==> config.mk <==
export PLATFORM = sky130hd
export DESIGN_NAME = buf_manager_flat
export DESIGN_NICKNAME = d
export VERILOG_FILES = /design/src/rtl/buf_manager_if.sv /design/src/rtl/buf_manager.sv /design/src/flat_wrapper.sv
export SDC_FILE = /design/constraint.sdc
export NUM_CORES = 1
export LEC_CHECK = 0
export BUFFER_PORTS_ARGS = -buffer_cell sky130_fd_sc_hd__clkbuf_2
export CORE_UTILIZATION = 41
export CTS_CLUSTER_SIZE = 40
export DETAILED_ROUTE_END_ITERATION = 12
export PLACE_DENSITY = 0.71
export SLEW_MARGIN = 25
export SYNTH_ARGS = -nofsm -noshare
export SYNTH_HDL_FRONTEND = slang
export SYNTH_SLANG_ARGS = --single-unit
==> constraint.sdc <==
create_clock -name clk -period 4.9 [get_ports clk]
set_input_delay 0.735 -clock clk [delete_from_list [all_inputs] [get_ports clk]]
set_output_delay 0.735 -clock clk [all_outputs]
set_load 0.005 [all_outputs]
==> src/rtl/buf_manager_if.sv <==
// Wishbone slave bundle for the buffer-ID allocator.
// The master drives the request fields; the slave returns ack and read data.
interface buf_manager_if #(
  parameter int ADDR_WIDTH = 16,
  parameter int DATA_WIDTH = 32
);
  logic [ADDR_WIDTH-1:0] wbs_address;
  logic [DATA_WIDTH-1:0] wbs_writedata;
  logic [DATA_WIDTH-1:0] wbs_readdata;
  logic                  wbs_strobe;
  logic                  wbs_cycle;
  logic                  wbs_write;
  logic                  wbs_ack;

  modport master (
    output wbs_address, wbs_writedata, wbs_strobe, wbs_cycle, wbs_write,
    input  wbs_readdata, wbs_ack
  );

  modport slave (
    input  wbs_address, wbs_writedata, wbs_strobe, wbs_cycle, wbs_write,
    output wbs_readdata, wbs_ack
  );
endinterface

==> src/rtl/buf_manager.sv <==
// Buffer-ID allocator: hands out the lowest free ID on an ALLOC read and returns
// IDs to the pool on a write, with a free counter and sticky error flags.
module buf_manager #(
  parameter int ADDR_WIDTH = 16,
  parameter int DATA_WIDTH = 32,
  parameter int NBUFS      = 13
) (
  input  logic           clk,
  input  logic           reset,
  buf_manager_if.slave   wbs
);
  localparam int CW = $clog2(NBUFS + 1);
  localparam int IW = (NBUFS > 1) ? $clog2(NBUFS) : 1;

  logic                  r_ack;
  logic [DATA_WIDTH-1:0] r_rdata;
  logic [NBUFS-1:0]      r_used;
  logic [CW-1:0]         r_count;
  logic [1:0]            r_status;

  logic                  w_req;
  logic                  w_found;
  logic [IW-1:0]         w_idx;
  logic [IW-1:0]         w_fid;
  logic                  w_fvalid;
  logic [DATA_WIDTH-1:0] w_rdata;
  logic [NBUFS-1:0]      w_used_nx;
  logic [CW-1:0]         w_count_nx;
  logic [1:0]            w_status_nx;

  // The ack cycle masks the request so a held strobe is not executed twice.
  assign w_req = wbs.wbs_strobe & wbs.wbs_cycle & ~r_ack;

  // Scan from the top down so the last hit is the lowest free index.
  always_comb begin
    w_found = 1'b0;
    w_idx   = '0;
    for (int i = NBUFS - 1; i >= 0; i--) begin
      if (!r_used[i]) begin
        w_found = 1'b1;
        w_idx   = IW'(i);
      end
    end
  end

  assign w_fid    = wbs.wbs_writedata[IW-1:0];
  assign w_fvalid = (wbs.wbs_writedata < DATA_WIDTH'(NBUFS)) && r_used[w_fid];

  always_comb begin
    w_used_nx   = r_used;
    w_count_nx  = r_count;
    w_status_nx = r_status;
    w_rdata     = '0;
    if (w_req) begin
      if (wbs.wbs_address == ADDR_WIDTH'(0)) begin
        if (!wbs.wbs_write) begin
          if (w_found) begin
            w_rdata          = DATA_WIDTH'(w_idx);
            w_used_nx[w_idx] = 1'b1;
            w_count_nx       = r_count - CW'(1);
          end else begin
            w_rdata        = '1;
            w_status_nx[0] = 1'b1;
          end
        end else if (w_fvalid) begin
          w_used_nx[w_fid] = 1'b0;
          w_count_nx       = r_count + CW'(1);
        end else begin
          w_status_nx[1] = 1'b1;
        end
      end else if (wbs.wbs_address == ADDR_WIDTH'(1)) begin
        if (!wbs.wbs_write) w_rdata = DATA_WIDTH'(r_count);
      end else if (wbs.wbs_address == ADDR_WIDTH'(2)) begin
        if (!wbs.wbs_write) w_rdata = DATA_WIDTH'(r_status);
        else                w_status_nx = r_status & ~wbs.wbs_writedata[1:0];
      end
    end
  end

  always_ff @(posedge clk or negedge reset) begin
    if (!reset) begin
      r_ack    <= 1'b0;
      r_rdata  <= '0;
      r_used   <= '0;
      r_count  <= CW'(NBUFS);
      r_status <= '0;
    end else begin
      r_ack    <= w_req;
      r_rdata  <= w_rdata;
      r_used   <= w_used_nx;
      r_count  <= w_count_nx;
      r_status <= w_status_nx;
    end
  end

  assign wbs.wbs_ack      = r_ack;
  assign wbs.wbs_readdata = r_rdata;
endmodule

==> src/flat_wrapper.sv <==
// flat-port wrapper written by rule: the top's interface ports become plain ports
module buf_manager_flat 
#(
  parameter int ADDR_WIDTH = 16,
  parameter int DATA_WIDTH = 32,
  parameter int NBUFS      = 13
)
  (clk, reset, wbs_wbs_address, wbs_wbs_writedata, wbs_wbs_strobe, wbs_wbs_cycle, wbs_wbs_write, wbs_wbs_readdata, wbs_wbs_ack);
  buf_manager_if #(.ADDR_WIDTH(ADDR_WIDTH), .DATA_WIDTH(DATA_WIDTH)) wbs_i ();
  input  logic clk;
  input  logic reset;
  input wire logic [$bits(wbs_i.wbs_address)-1:0] wbs_wbs_address;
  input wire logic [$bits(wbs_i.wbs_writedata)-1:0] wbs_wbs_writedata;
  input wire logic [$bits(wbs_i.wbs_strobe)-1:0] wbs_wbs_strobe;
  input wire logic [$bits(wbs_i.wbs_cycle)-1:0] wbs_wbs_cycle;
  input wire logic [$bits(wbs_i.wbs_write)-1:0] wbs_wbs_write;
  output wire logic [$bits(wbs_i.wbs_readdata)-1:0] wbs_wbs_readdata;
  output wire logic [$bits(wbs_i.wbs_ack)-1:0] wbs_wbs_ack;
  assign wbs_i.wbs_address = wbs_wbs_address;
  assign wbs_i.wbs_writedata = wbs_wbs_writedata;
  assign wbs_i.wbs_strobe = wbs_wbs_strobe;
  assign wbs_i.wbs_cycle = wbs_wbs_cycle;
  assign wbs_i.wbs_write = wbs_wbs_write;
  assign wbs_wbs_readdata = wbs_i.wbs_readdata;
  assign wbs_wbs_ack = wbs_i.wbs_ack;
  buf_manager #(.ADDR_WIDTH(ADDR_WIDTH), .DATA_WIDTH(DATA_WIDTH), .NBUFS(NBUFS)) u_core (.clk(clk), .reset(reset), .wbs(wbs_i));
endmodule
# Yosys cells after proc, flatten, opt, wreduce, memory -nomap -nowiden

Cells that the tools add are included.

Register bits after elaboration: 52
Logic and storage cells: 94

Add/sub/neg operators: 2
Order comparisons: 5
Equality and inequality tests: 9
Muxes and demuxes: 54
Bitwise logic cells: 8
Reduce and logical (&&, ||, !) cells: 10

Operators with widths:

| kind                | count |
|---|---|
| $mux 32             | 6 |
| $mux 4              | 17 |
| $mux 13             | 3 |
| $lt 32x4->1 const B | 1 |
| $mux 1              | 20 |
| $eq 16x1->1 const B | 1 |
| $eq 16x2->1 const B | 1 |
| $logic_not 16->1    | 1 |
| $and 13x13->13      | 1 |
| $not 13->13         | 1 |
| $or 13x13->13       | 1 |
| $reduce_and 6->1    | 2 |
| $lt 4x5->1 const B  | 2 |
| $mux 2              | 5 |
| $demux 1 s4         | 2 |
| $ge 4x1->1 const B  | 2 |
| $ne 2x2->1 const B  | 4 |
| $reduce_bool 2->1   | 3 |
| $add 4x1->4 const B | 1 |
| $bmux 1 s4          | 1 |
| $ne 2x1->1 const B  | 2 |
| $reduce_and 4->1    | 1 |
| $sub 4x1->4 const B | 1 |
| $logic_and 1x1->1   | 3 |
| 5 further kinds     | 6 |

# Longest topological paths before layout

Gate-level depths: netlist of the first run.

Word-level depth: 20
Depth in mapped cells: 8

# Worst setup path after synthesis of the first run

OpenSTA, ideal clock, no wires.

Path kind: input to register
Start point: input port wbs_wbs_address[5]
End point: register u_core.r_used[10]
Arrival time: 2103 ps
Slack: 2659 ps
Cell stages on the path: 7
Path buffers: 1
Cell sequence: nor4_2 nand3_1 nor4_4 o311ai_4 buf_6 o31ai_1 o21ai_0

Word-level cells in the longest chain between the ends: 2

RTL lines:

| item                              | RTL line           | RTL |
|---|---|---|
| start: declaration                | flat_wrapper.sv:12 | `input wire logic [$bits(wbs_i.wbs_address)-1:0] wbs_wbs_address;` |
| $logic_not 16->1                  | buf_manager.sv:55  | `if (wbs.wbs_address == ADDR_WIDTH'(0)) begin` |
| $reduce_and 4->1 (no source line) | -                  |  |
| end signal: assignment            | buf_manager.sv:90  | `r_used <= w_used_nx;` |
| end: declaration                  | buf_manager.sv:17  | `logic [NBUFS-1:0] r_used;` |

No other way between the ends.
A chain may end at the register's enable or synchronous reset.

# Worst setup path after layout of the first run

Start point: input port wbs_wbs_writedata[1]
End point: register u_core.r_count[1]

Word-level cells in the longest chain between the ends: 5

RTL lines:

| item                                                                | RTL line           | RTL |
|---|---|---|
| start: declaration                                                  | flat_wrapper.sv:13 | `input wire logic [$bits(wbs_i.wbs_writedata)-1:0] wbs_wbs_writedata;` |
| parallel branches: the longest is 2 deep, another holds $lt 32x4->1 | -                  |  |
| $logic_and 1x1->1 *                                                 | buf_manager.sv:47  | `assign w_fvalid = (wbs.wbs_writedata < DATA_WIDTH'(NBUFS)) && r_used[w_fid];` |
| $ne 2x1->1 (no source line) *                                       | -                  |  |
| $reduce_and 4->1 (no source line) *                                 | -                  |  |
| end signal: assignment                                              | buf_manager.sv:85  | `r_count <= CW'(NBUFS);` |
| end signal: assignment                                              | buf_manager.sv:91  | `r_count <= w_count_nx;` |
| end: declaration                                                    | buf_manager.sv:18  | `logic [CW-1:0] r_count;` |

Mark *: on every way between the ends. The select of a mux whose other input is x is not followed.

==> flow_summary_export.csv, run 1 <==
group,metric,value,unit
cells_and_area,finalNonFillerCells,325,
power,power.total,0.379,mW
routing,num_vias,1773,
worst_setup_path,cp.required,5.06,ns
worst_setup_path,r2r_setup_slack,2.59,ns
floorplan,die_area,4900,sq um
clock_tree,tritoncts,"done",
cells_and_area,design_area,2200,sq um
floorplan,fp-row-count,24,
yosys,ys_ff_latch,25,
worst_setup_path,crit-reg2reg-launch,"u_core.r_used[3]",
clock_tree,post_cts_buffers,0,
floorplan,core_area,4380,sq um
clock_tree,htreeDepth,1,
clock_tree,holdBufCountCts,0,
global_route,antenna_found_initial,0,
routing,vias_per_cell,5.46,
floorplan,die-height,70.0,um
yosys,syn_area_per_cell,8.82,sq um
placement,dp_hpwl,3670,um
cells_and_area,seq_area,629,sq um
routing,drtPass1Iterations,4,
power,ir_drop,166,uV
global_route,track_usage,19.2,%
worst_setup_path,end_kind,"flip-flop",
cells_and_area,layout_commonest_cell,"clkbuf_2",
clock_tree,clkTransAtPathRegs,0.09,ns
flow_run,maxCapViolations,0,
floorplan,initial_core_util,43.2,%
clock_tree,worstSkewPairLatency,0.27,ns
timing,worst_slack,2.27,ns
worst_setup_path,reg2regPathDepth,6,
yosys,post_synth_instance_area,1900,sq um
yosys,syn_nets,272,
timing,finalHoldViolCount,0,
placement,dpl_worst_slack,1.99,ns
global_route,grt_pass1_vias,1706,
worst_setup_path,cp-start-kind,"input pin",
timing,fmax,381,MHz
worst_setup_path,worst_ep_arrival_time,2.79,ns
yosys,ys.flop_type,"dfrtp_1",
cells_and_area,multi_input_area,1010,sq um
floorplan,die_width,70.0,um
cells_and_area,fillCellCount,424,
timing,rsz0062_at_grt,"no",
global_route,grt_pass1_wl,7610,um
timing,setup_viol,0,
yosys,synth-edff-count,0,
timing,drv_slew,0,
worst_setup_path,critPathMaxFanout,12,
cells_and_area,antenna-diode-count,0,
clock_tree,clk_root_buffer_cell,"clkbuf_8",
power,power_frac_clock,32.8,%
clock_tree,cts_buffer_depth,2,
power,power_leakage,1.04,nW
yosys,async_flop_share,100,%
power,p_seq_share,54.6,%
routing,wire_per_inst,13.9,um
timing,timing.slew.headroom,52.6,%
placement,place_inst,321,
timing,fin_tns_setup,0,ns
outcome,outcome,"completed",
timing,fin_hold_ws,0.461,ns
global_route,grt_max_degree,29,
power,p_per_area,172,nW/um^2
power,switching_share,24.5,%
power,p_int,0.286,mW
global_route,grt.overflow.total,0,
timing,fin_crit_sh,53.6,%
power,p_comb_share,12.6,%
routing,postRouteAntennaNets,0,
timing,fin_skew,0.00247,ns
yosys,yosysUniqueCellTypes,47,
clock_tree,cts_resized,0,
floorplan,ioPinCount,86,
placement,io_buffers,85,
placement,placedInstanceArea,2160,sq um
cells_and_area,drive_gt1_share,39.6,%
placement,place_congestion,0.888,
cells_and_area,synthToLayoutAreaGrowth,16.2,%
cells_and_area,final_util,50.2,%
yosys,synth-seq-area-share,33.2,%
clock_tree,numCtsBuffers,3,
timing,period_needed,2.63,ns
yosys,yosys_warnings,0,
clock_tree,cts.sinks,25,
routing,drt_iter0_drc,145,
cells_and_area,layout_common_cells,"clkbuf_2, dfrtp_1, nand2_1",
cells_and_area,final_nets,331,
worst_setup_path,r2r_end,"u_core.r_count[1]",
timing,tightestPinTransition,0.706,ns
yosys,synth_cells,215,
power,power.switching,0.0927,mW
min_path,hold_path.class,"in2async",
routing,drc_errors,0,
routing,wl,4510,um
worst_setup_path,worst-setup-path-type,"in2reg",
power by group through the flow:
stage               clock network (mW)  registers [mW]  logic, mW
floorplan                            0           0.211     0.0169
global placement                     0           0.211     0.0468
detailed placement                   0           0.211     0.0482
CTS                              0.126           0.207     0.0484
global route                     0.135           0.207     0.0539
finish                           0.124           0.207     0.0478
cell families after synthesis:
group,Yosys count,synth area share [%]
and+or+nand+nor,87,25.0
buffers and inverters,39,13.7
AOI/OAI and AO/OA,49,18.0
muxes,8,5.68
xor gates and xnor gates,3,1.39
DFF,25,33.2
adders and majority gates,4,3.04
Yosys cell counts, types with 2 or more instances:
cell type	number	area (sq um)
buf_4	28	210
dfrtp_1	22	551
nand2_1	19	71.3
nor2_1	17	63.8
o21ai_0	12	60.1
a21oi_1	11	55.1
nor3_1	10	50.1
inv_1	8	30.0
nand3_1	7	35.0
nand4_1	7	43.8
nor4_1	7	43.8
o31ai_1	5	37.5
a31oi_1	4	25.0
mux2i_1	4	40.0
nand2b_1	4	25.0
dfstp_2	3	78.8
ha_1	3	37.5
mux2_4	3	45.0
nor2b_1	3	18.8
nor4_2	3	37.5
o22ai_1	3	18.8
or2_2	3	18.8
a21o_1	2	15.0
clkbuf_1	2	7.51
o221a_2	2	22.5
xor2_1	2	17.5
sequential cells by signal, summed over array words and instances, names as in the netlist:
register and cells:
u_core.r_status 2, u_core.wbs.wbs_ack 1, u_core.r_count 4, u_core.wbs.wbs_readdata 5, u_core.r_used 13
how the worst max path moves through the flow:
stage	from	endpoint	slack [ns]
floorplan	wbs_wbs_address[5]	u_core.r_used[10]	2.66
global placement	wbs_wbs_writedata[1]	u_core.r_count[1]	2.04
detailed placement	wbs_wbs_writedata[1]	u_core.r_count[1]	1.99
CTS	wbs_wbs_writedata[1]	u_core.r_count[1]	2.28
global route	wbs_wbs_writedata[1]	u_core.r_count[1]	2.17
finish	wbs_wbs_writedata[1]	u_core.r_count[1]	2.27
layout make-up:
class	count	share of cell area [%]
sequential	25	28.6
clock buffer	4	2.05
timing repair buffer	85	19.3
tap	52	2.95
inverter	8	1.36
multi-input combinational	151	45.7
layer usage:
layer	wire, um	share of wire (%)	up-vias	global-route usage (%)
met5	0	0	-	0
met4	58	1.3	0	4.00
met3	261	5.8	10	3.75
met2	2300	51	64	33.2
met1	1890	42	822	24.7
li1	-	-	877	-
worst max-delay path, cell delays in order:
cell	delay (ns)
clkbuf_2	0.27
mux4_2	0.55
nand2_1	0.10
nand2_2	0.07
o311ai_4	0.60
nand2_4	0.15
mux2_4	0.32
(Power assumes the default switching activity.)
==> run 2: changes to the inputs <==
--- a/config.mk
+++ b/config.mk
@@ -5,11 +5,12 @@
 export SDC_FILE = /design/constraint.sdc
 export NUM_CORES = 1
 export LEC_CHECK = 0
+export ABC_AREA = 1
 export BUFFER_PORTS_ARGS = -buffer_cell sky130_fd_sc_hd__clkbuf_2
 export CORE_UTILIZATION = 41
 export CTS_CLUSTER_SIZE = 40
 export DETAILED_ROUTE_END_ITERATION = 12
-export PLACE_DENSITY = 0.71
+export PLACE_DENSITY = 0.72
 export SLEW_MARGIN = 25
 export SYNTH_ARGS = -nofsm -noshare
 export SYNTH_HDL_FRONTEND = slang
==> constraint.sdc (replaced) <==
create_clock -name clk -period 2.15 [get_ports clk]
set_input_delay 0.3225 -clock clk [delete_from_list [all_inputs] [get_ports clk]]
set_output_delay 0.3225 -clock clk [all_outputs]
set_load 0.005 [all_outputs]
==> run 2 against run 1 <==
  * Clock power grew 140%
  * Critical path depth grew 2
  * Combinational power grew to 2.9 times the previous value
  * Total power up 140%
  * Global-route usage grew 0.49 points
  * Utilization fell by 1.0 points
  * Setup slack got worse by 1.9 ns
  * Register-to-register slack worse by 2.2 ns
  * Via count increased by 25%
  * Sequential power is 130% higher
  * Largest power group unchanged
==> flow_summary_export.csv, run 2 <==
group,metric,value,unit
global_route,track_usage,19.7,%
clock_tree,numCtsBuffers,3,
worst_setup_path,crit_cells,9,
timing,setup_viol,0,
yosys,ys_ff_latch,25,
flow_run,maxCapViolations,0,
clock_tree,post_cts_buffers,0,
timing,period_needed,1.76,ns
cells_and_area,layout_commonest_cell,"nand2_1",
cells_and_area,regMostFlops,"u_core.r_used",
routing,drtPass1Iterations,4,
min_path,hold_path.class,"in2async",
clock_tree,worstSkewPairLatency,0.28,ns
worst_setup_path,max_stage_delay,0.49,ns
worst_setup_path,crit_family,"simple AND/OR/NAND/NOR gates",
clock_tree,htreeDepth,1,
cells_and_area,layout_common_cells,"nand2_1, clkbuf_2, nor2_1",
yosys,ys.flop_type,"dfrtp_1",
yosys,ys_top_cells_by_count,"nand2_1, nor2_1, inv_1, buf_4",
timing,fin_tns_setup,0,ns
yosys,synth_top_area_cell,"dfrtp_1",
placement,place_congestion,0.893,
floorplan,die_width,74.5,um
routing,wl,4960,um
placement,dpl_worst_slack,0.315,ns
worst_setup_path,path_cells,"inv_2, nor3_2, nand2_1, nor2_2, nor2_1, nor3_2, nand3_1, nand2_1, nand2_1",
cells_and_area,seq_area,629,sq um
routing,vias_per_cell,4.83,
clock_tree,holdBufCountCts,0,
routing,num_vias,2219,
yosys,yosys_warnings,0,
global_route,grt_pass1_wl,8360,um
placement,io_buffers,85,
worst_setup_path,reg2regPathDepth,9,
yosys,syn_area_per_cell,6.55,sq um
power,power_leakage,1.28,nW
global_route,antenna_found_initial,0,
timing,worst_slack,0.392,ns
yosys,yosysUniqueCellTypes,33,
floorplan,fp-row-count,26,
routing,wire_per_inst,10.8,um
yosys,synth_cells,329,
timing,fin_crit_sh,81.8,%
floorplan,core_area,5070,sq um
cells_and_area,antenna-diode-count,0,
routing,postRouteAntennaNets,0,
yosys,yosysTopAreaCellShare,25.6,%
worst_setup_path,worst_ep_arrival_time,1.94,ns
routing,drt_iter0_drc,177,
cells_and_area,fillCellCount,523,
global_route,grt_pass1_vias,1924,
global_route,grt_max_degree,29,
worst_setup_path,critPathMaxFanout,5,
routing,drc_errors,0,
timing,drv_slew,0,
power,ir_drop,207,uV
worst_setup_path,worst-setup-path-type,"reg2reg",
worst_setup_path,cp-start-kind,"flip-flop",
worst_setup_path,cp_common_cell,"nand2_1",
worst_setup_path,path_buf_inv,1,
timing,tightestPinTransition,0.643,ns
cells_and_area,final_nets,447,
cells_and_area,synthToLayoutAreaGrowth,15.9,%
yosys,async_flop_share,100,%
yosys,post_synth_instance_area,2150,sq um
yosys,synth-seq-area-share,29.2,%
worst_setup_path,end_kind,"flip-flop",
yosys,synth-edff-count,0,
worst_setup_path,cp.required,2.33,ns
yosys,yosysMostFrequentCell,"nand2_1",
timing,rsz0062_at_grt,"no",
clock_tree,clkTransAtPathRegs,0.10,ns
cells_and_area,design_area,2500,sq um
floorplan,die_area,5550,sq um
clock_tree,tritoncts,"done",
clock_tree,clk_root_buffer_cell,"clkbuf_8",
clock_tree,cts.sinks,25,
power,p_per_area,363,nW/um^2
floorplan,ioPinCount,86,
clock_tree,cts_buffer_depth,2,
clock_tree,cts_resized,0,
global_route,grt.overflow.total,0,
cells_and_area,largest_register_ffs,13,
cells_and_area,multi_input_area,1150,sq um
placement,dp_hpwl,4050,um
worst_setup_path,cp_slowest_cell,"dfrtp_1",
floorplan,initial_core_util,42.4,%
placement,placedInstanceArea,2450,sq um
timing,finalHoldViolCount,0,
cells_and_area,drive_gt1_share,28.0,%
yosys,synth.area.top_cells,"dfrtp_1, nand2_1, buf_4",
floorplan,die-height,74.5,um
yosys,syn_nets,386,
timing,fmax,569,MHz
timing,fin_skew,0.00846,ns
timing,timing.slew.headroom,57.1,%
outcome,outcome,"completed",
-- run 2: logic make-up after synthesis --
kind of cell	after synthesis	share of synthesized area, %
adders and majority gates	4	2.67
xor gates and xnor gates	3	1.22
AOI/OAI and AO/OA	42	10.2
and+or+nand+nor	186	39.3
DFF	25	29.2
buffers and inverters	69	17.3
-- run 2: report_power, final --
part           switching (mW)  internal [mW]
Clock                   0.162          0.132
Combinational          0.0809         0.0600
Sequential           0.000654          0.471
Total                   0.243          0.663
-- run 2: stage by stage --
stage               hold slack, ns  cells  total power, mW  util (%)
CTS                         0.0712    459            0.915      49.2
detailed placement           0.379    455            0.623      48.2
global placement             0.370    455            0.620      48.2
global route                 0.102    459            0.948      49.2
finish                      0.0512    459            0.906      49.2
floorplan                   0.0269    329            0.546         -
-- run 2: routing by layer --
metal	vias up	GRT usage (%)	routed length (um)
met4	0	5.03	82
met1	959	27.3	2220
met2	110	32.9	2280
li1	1143	-	-
met5	-	0	0
met3	7	1.63	376
-- run 2: cell type report --
cell class	instances	share of cell area, %
multi-input combinational	235	46.1
sequential	25	25.2
timing repair buffer	86	17.3
inverter	39	5.86
tap	70	3.51
clock buffer	3	1.65
clock inverter	1	0.301
-- run 2: final timing paths --
path                               startpoint                  to  slack [ns]
hold / removal                          reset  u_core.r_status[1]        0.05
min in group clk                wbs_wbs_cycle  u_core.wbs.wbs_ack        0.28
setup reg to reg             u_core.r_used[7]  u_core.r_status[0]        0.39
setup / recovery             u_core.r_used[7]  u_core.r_status[0]        0.39
hold reg to reg            u_core.wbs.wbs_ack  u_core.wbs.wbs_ack        0.48
max in group asynchronous               reset    u_core.r_used[0]        1.68
==> run 3: changes to the inputs <==
==> constraint.sdc (replaced) <==
create_clock -name clk -period 1.52 [get_ports clk]
set_input_delay 0.228 -clock clk [delete_from_list [all_inputs] [get_ports clk]]
set_output_delay 0.228 -clock clk [all_outputs]
set_load 0.005 [all_outputs]
==> run 3 against run 2 <==
  * The flow now finishes with violations (setup timing)
  * Non-clock buffer count is 45 higher
  * Die area stayed put
  * Clock-buffer cell count stayed put
  * Combinational power is 74% higher
==> flow_summary_export.csv, run 3 (same netlist as run 2, synthesis figures left out) <==
group,metric,value,unit
power,ir_drop,326,uV
clock_tree,cts.sinks,25,
cells_and_area,final_util,60.0,%
worst_setup_path,reg2regPathDepth,11,
timing,timing.slew.headroom,56.7,%
floorplan,ioPinCount,86,
routing,postRouteAntennaNets,0,
timing,fin_crit_sh,111,%
floorplan,initial_core_util,42.4,%
worst_setup_path,r2r_setup_slack,-0.17,ns
cells_and_area,layout_commonest_cell,"nand2_1",
cells_and_area,design_area,3050,sq um
clock_tree,tritoncts,"done",
routing,wl,6130,um
timing,finalHoldViolCount,0,
worst_setup_path,path_cells,"inv_1, nand2_1, nand2_1, nand2_1, nand2_1, nand2_2, nand3_4, nor2_4, nand3_4, o21ai_2, o21ai_2",
timing,fin_skew,0.00687,ns
timing,rsz0062_at_grt,"yes",
global_route,grt_pass1_wl,9140,um
power,switching_share,28.2,%
outcome,outcome,"finished with violations",
clock_tree,worstSkewPairLatency,0.28,ns
routing,drt_iter0_drc,171,
routing,drc_errors,0,
cells_and_area,drive_gt1_share,45.5,%
placement,place_congestion,1.02,
cells_and_area,antenna-diode-count,0,
cells_and_area,multi_input_area,1350,sq um
global_route,grt_max_degree,29,
routing,wire_per_inst,12.1,um
power,power_frac_clock,31.9,%
worst_setup_path,max_stage_delay,0.38,ns
routing,vias_per_cell,5.05,
global_route,antenna_found_initial,0,
power,p_seq_share,49.8,%
worst_setup_path,crit_end,"u_core.r_used[10]",
worst_setup_path,cp_common_cell,"nand2_1",
worst_setup_path,critPathMaxFanout,8,
timing,setup_viol,19,
timing,fmax,591,MHz
floorplan,core_area,5070,sq um
worst_setup_path,r2r_end,"u_core.r_used[10]",
clock_tree,htreeDepth,1,
power,power_leakage,1.55,nW
timing,worst_slack,-0.171,ns
timing,period_needed,1.69,ns
worst_setup_path,worst_ep_arrival_time,1.87,ns
clock_tree,clkTransAtPathRegs,0.10,ns
global_route,grt.overflow.total,0,
cells_and_area,seq_area,631,sq um
power,p_comb_share,18.3,%
worst_setup_path,worst-setup-path-type,"reg2reg",
outcome,violations,"setup timing",
routing,num_vias,2550,
cells_and_area,synthToLayoutAreaGrowth,41.5,%
power,power.switching,0.378,mW
cells_and_area,fillCellCount,458,
worst_setup_path,cp.required,1.70,ns
worst_setup_path,crit_start,"u_core.r_used[3]",
placement,placedInstanceArea,2730,sq um
cells_and_area,final_nets,493,
timing,tightestPinTransition,0.649,ns
floorplan,die_width,74.5,um
min_path,hold_path.class,"in2reg",
clock_tree,clk_root_buffer_cell,"clkbuf_8",
power,p_per_area,440,nW/um^2
clock_tree,cts_buffer_depth,2,
power,p_int,0.962,mW
clock_tree,numCtsBuffers,3,
timing,drv_slew,0,
global_route,grt_pass1_vias,2013,
routing,drtPass1Iterations,5,
worst_setup_path,end_kind,"flip-flop",
cells_and_area,layout_common_cells,"nand2_1, clkbuf_2, buf_4",
cells_and_area,regMostFlops,"u_core.r_used",
floorplan,fp-row-count,26,
worst_setup_path,cp_slowest_cell,"dfrtp_1",
placement,dp_hpwl,4550,um
cells_and_area,largest_register_ffs,13,
floorplan,die-height,74.5,um
floorplan,die_area,5550,sq um
worst_setup_path,cp-start-kind,"flip-flop",
timing,fin_tns_setup,-1.85,ns
flow_run,maxCapViolations,0,
placement,io_buffers,85,
global_route,track_usage,21.8,%
worst_setup_path,crit-reg2reg-launch,"u_core.r_used[3]",
==> run 3: cell count changes in the layout (fill, tap and decap cells not counted), sizes merged <==
cell / change
dlygate4sd3: +1
buf: +44
nand3: +1
inv: +1
clkinvlp: -1
==> run 3: layer usage <==
layer	GRT usage, %	wire, um
met1	29.7	2570
met5	0	0
met3	2.85	487
met4	9.01	186
met2	34.8	2890
==> run 3: repair_timing <==
| action | in CTS | in global routing |
|---|---|---|
| hold buffers | 1 | 0 |
| buffers inserted | 3 | 3 |
| hold endpoints to repair | 22 | 0 |
| gates resized for setup | 23 | 39 |
| setup endpoints to repair | 16 | 23 |
| pin swaps | 12 | 24 |
| gates cloned | 1 | 0 |
==> run 3: how the worst min path moves through the flow <==
stage                         startpoint                end  slack [ns]  cells past startpoint
finish              wbs_wbs_writedata[2]  u_core.r_used[12]        0.29                      4
detailed placement                 reset   u_core.r_used[9]        0.30                      1
floorplan                          reset  u_core.r_count[1]       -0.07                      0
global placement                   reset   u_core.r_used[9]        0.28                      1
CTS                 wbs_wbs_writedata[2]  u_core.r_used[12]        0.30                      4
global route        wbs_wbs_writedata[2]  u_core.r_used[12]        0.32                      4
==> run 3: worst max-delay path: cells and delay by family, from the launching register on <==
| kind | cells | cell delay, ns |
|---|---|---|
| buf+inv | 1 | 0.09 |
| compound gates | 2 | 0.26 |
| flops | 1 | 0.38 |
| simple gates | 8 | 0.84 |
==> run 3: area by class of cell <==
cell class	instances	share of cell area (%)
Multi-Input combinational cell	236	44.3
Clock inverter	1	0.164
Timing Repair Buffer	131	25.7
Inverter	39	4.89
Clock buffer	3	1.36
Sequential cell	25	20.7
Tap cell	70	2.87
==> run 3: power groups by stage <==
stage | clock network, mW | registers (mW) | logic (mW)
6_report | 0.428 | 0.668 | 0.245
3_5_place_dp | 0 | 0.680 | 0.227
2_1_floorplan | 0 | 0.681 | 0.0916
4_1_cts | 0.428 | 0.668 | 0.233
5_1_grt | 0.455 | 0.668 | 0.274
3_3_place_gp | 0 | 0.680 | 0.223
==> run 3: metrics by stage <==
stage,power [mW],cells,hold slack (ns),setup slack (ns)
finish,1.34,505,0.291,-0.171
global route,1.40,505,0.315,-0.259
CTS,1.33,502,0.299,-0.0834
detailed placement,0.907,493,0.295,-0.177
global placement,0.903,493,0.283,-0.159
floorplan,0.772,329,-0.0676,0.0827
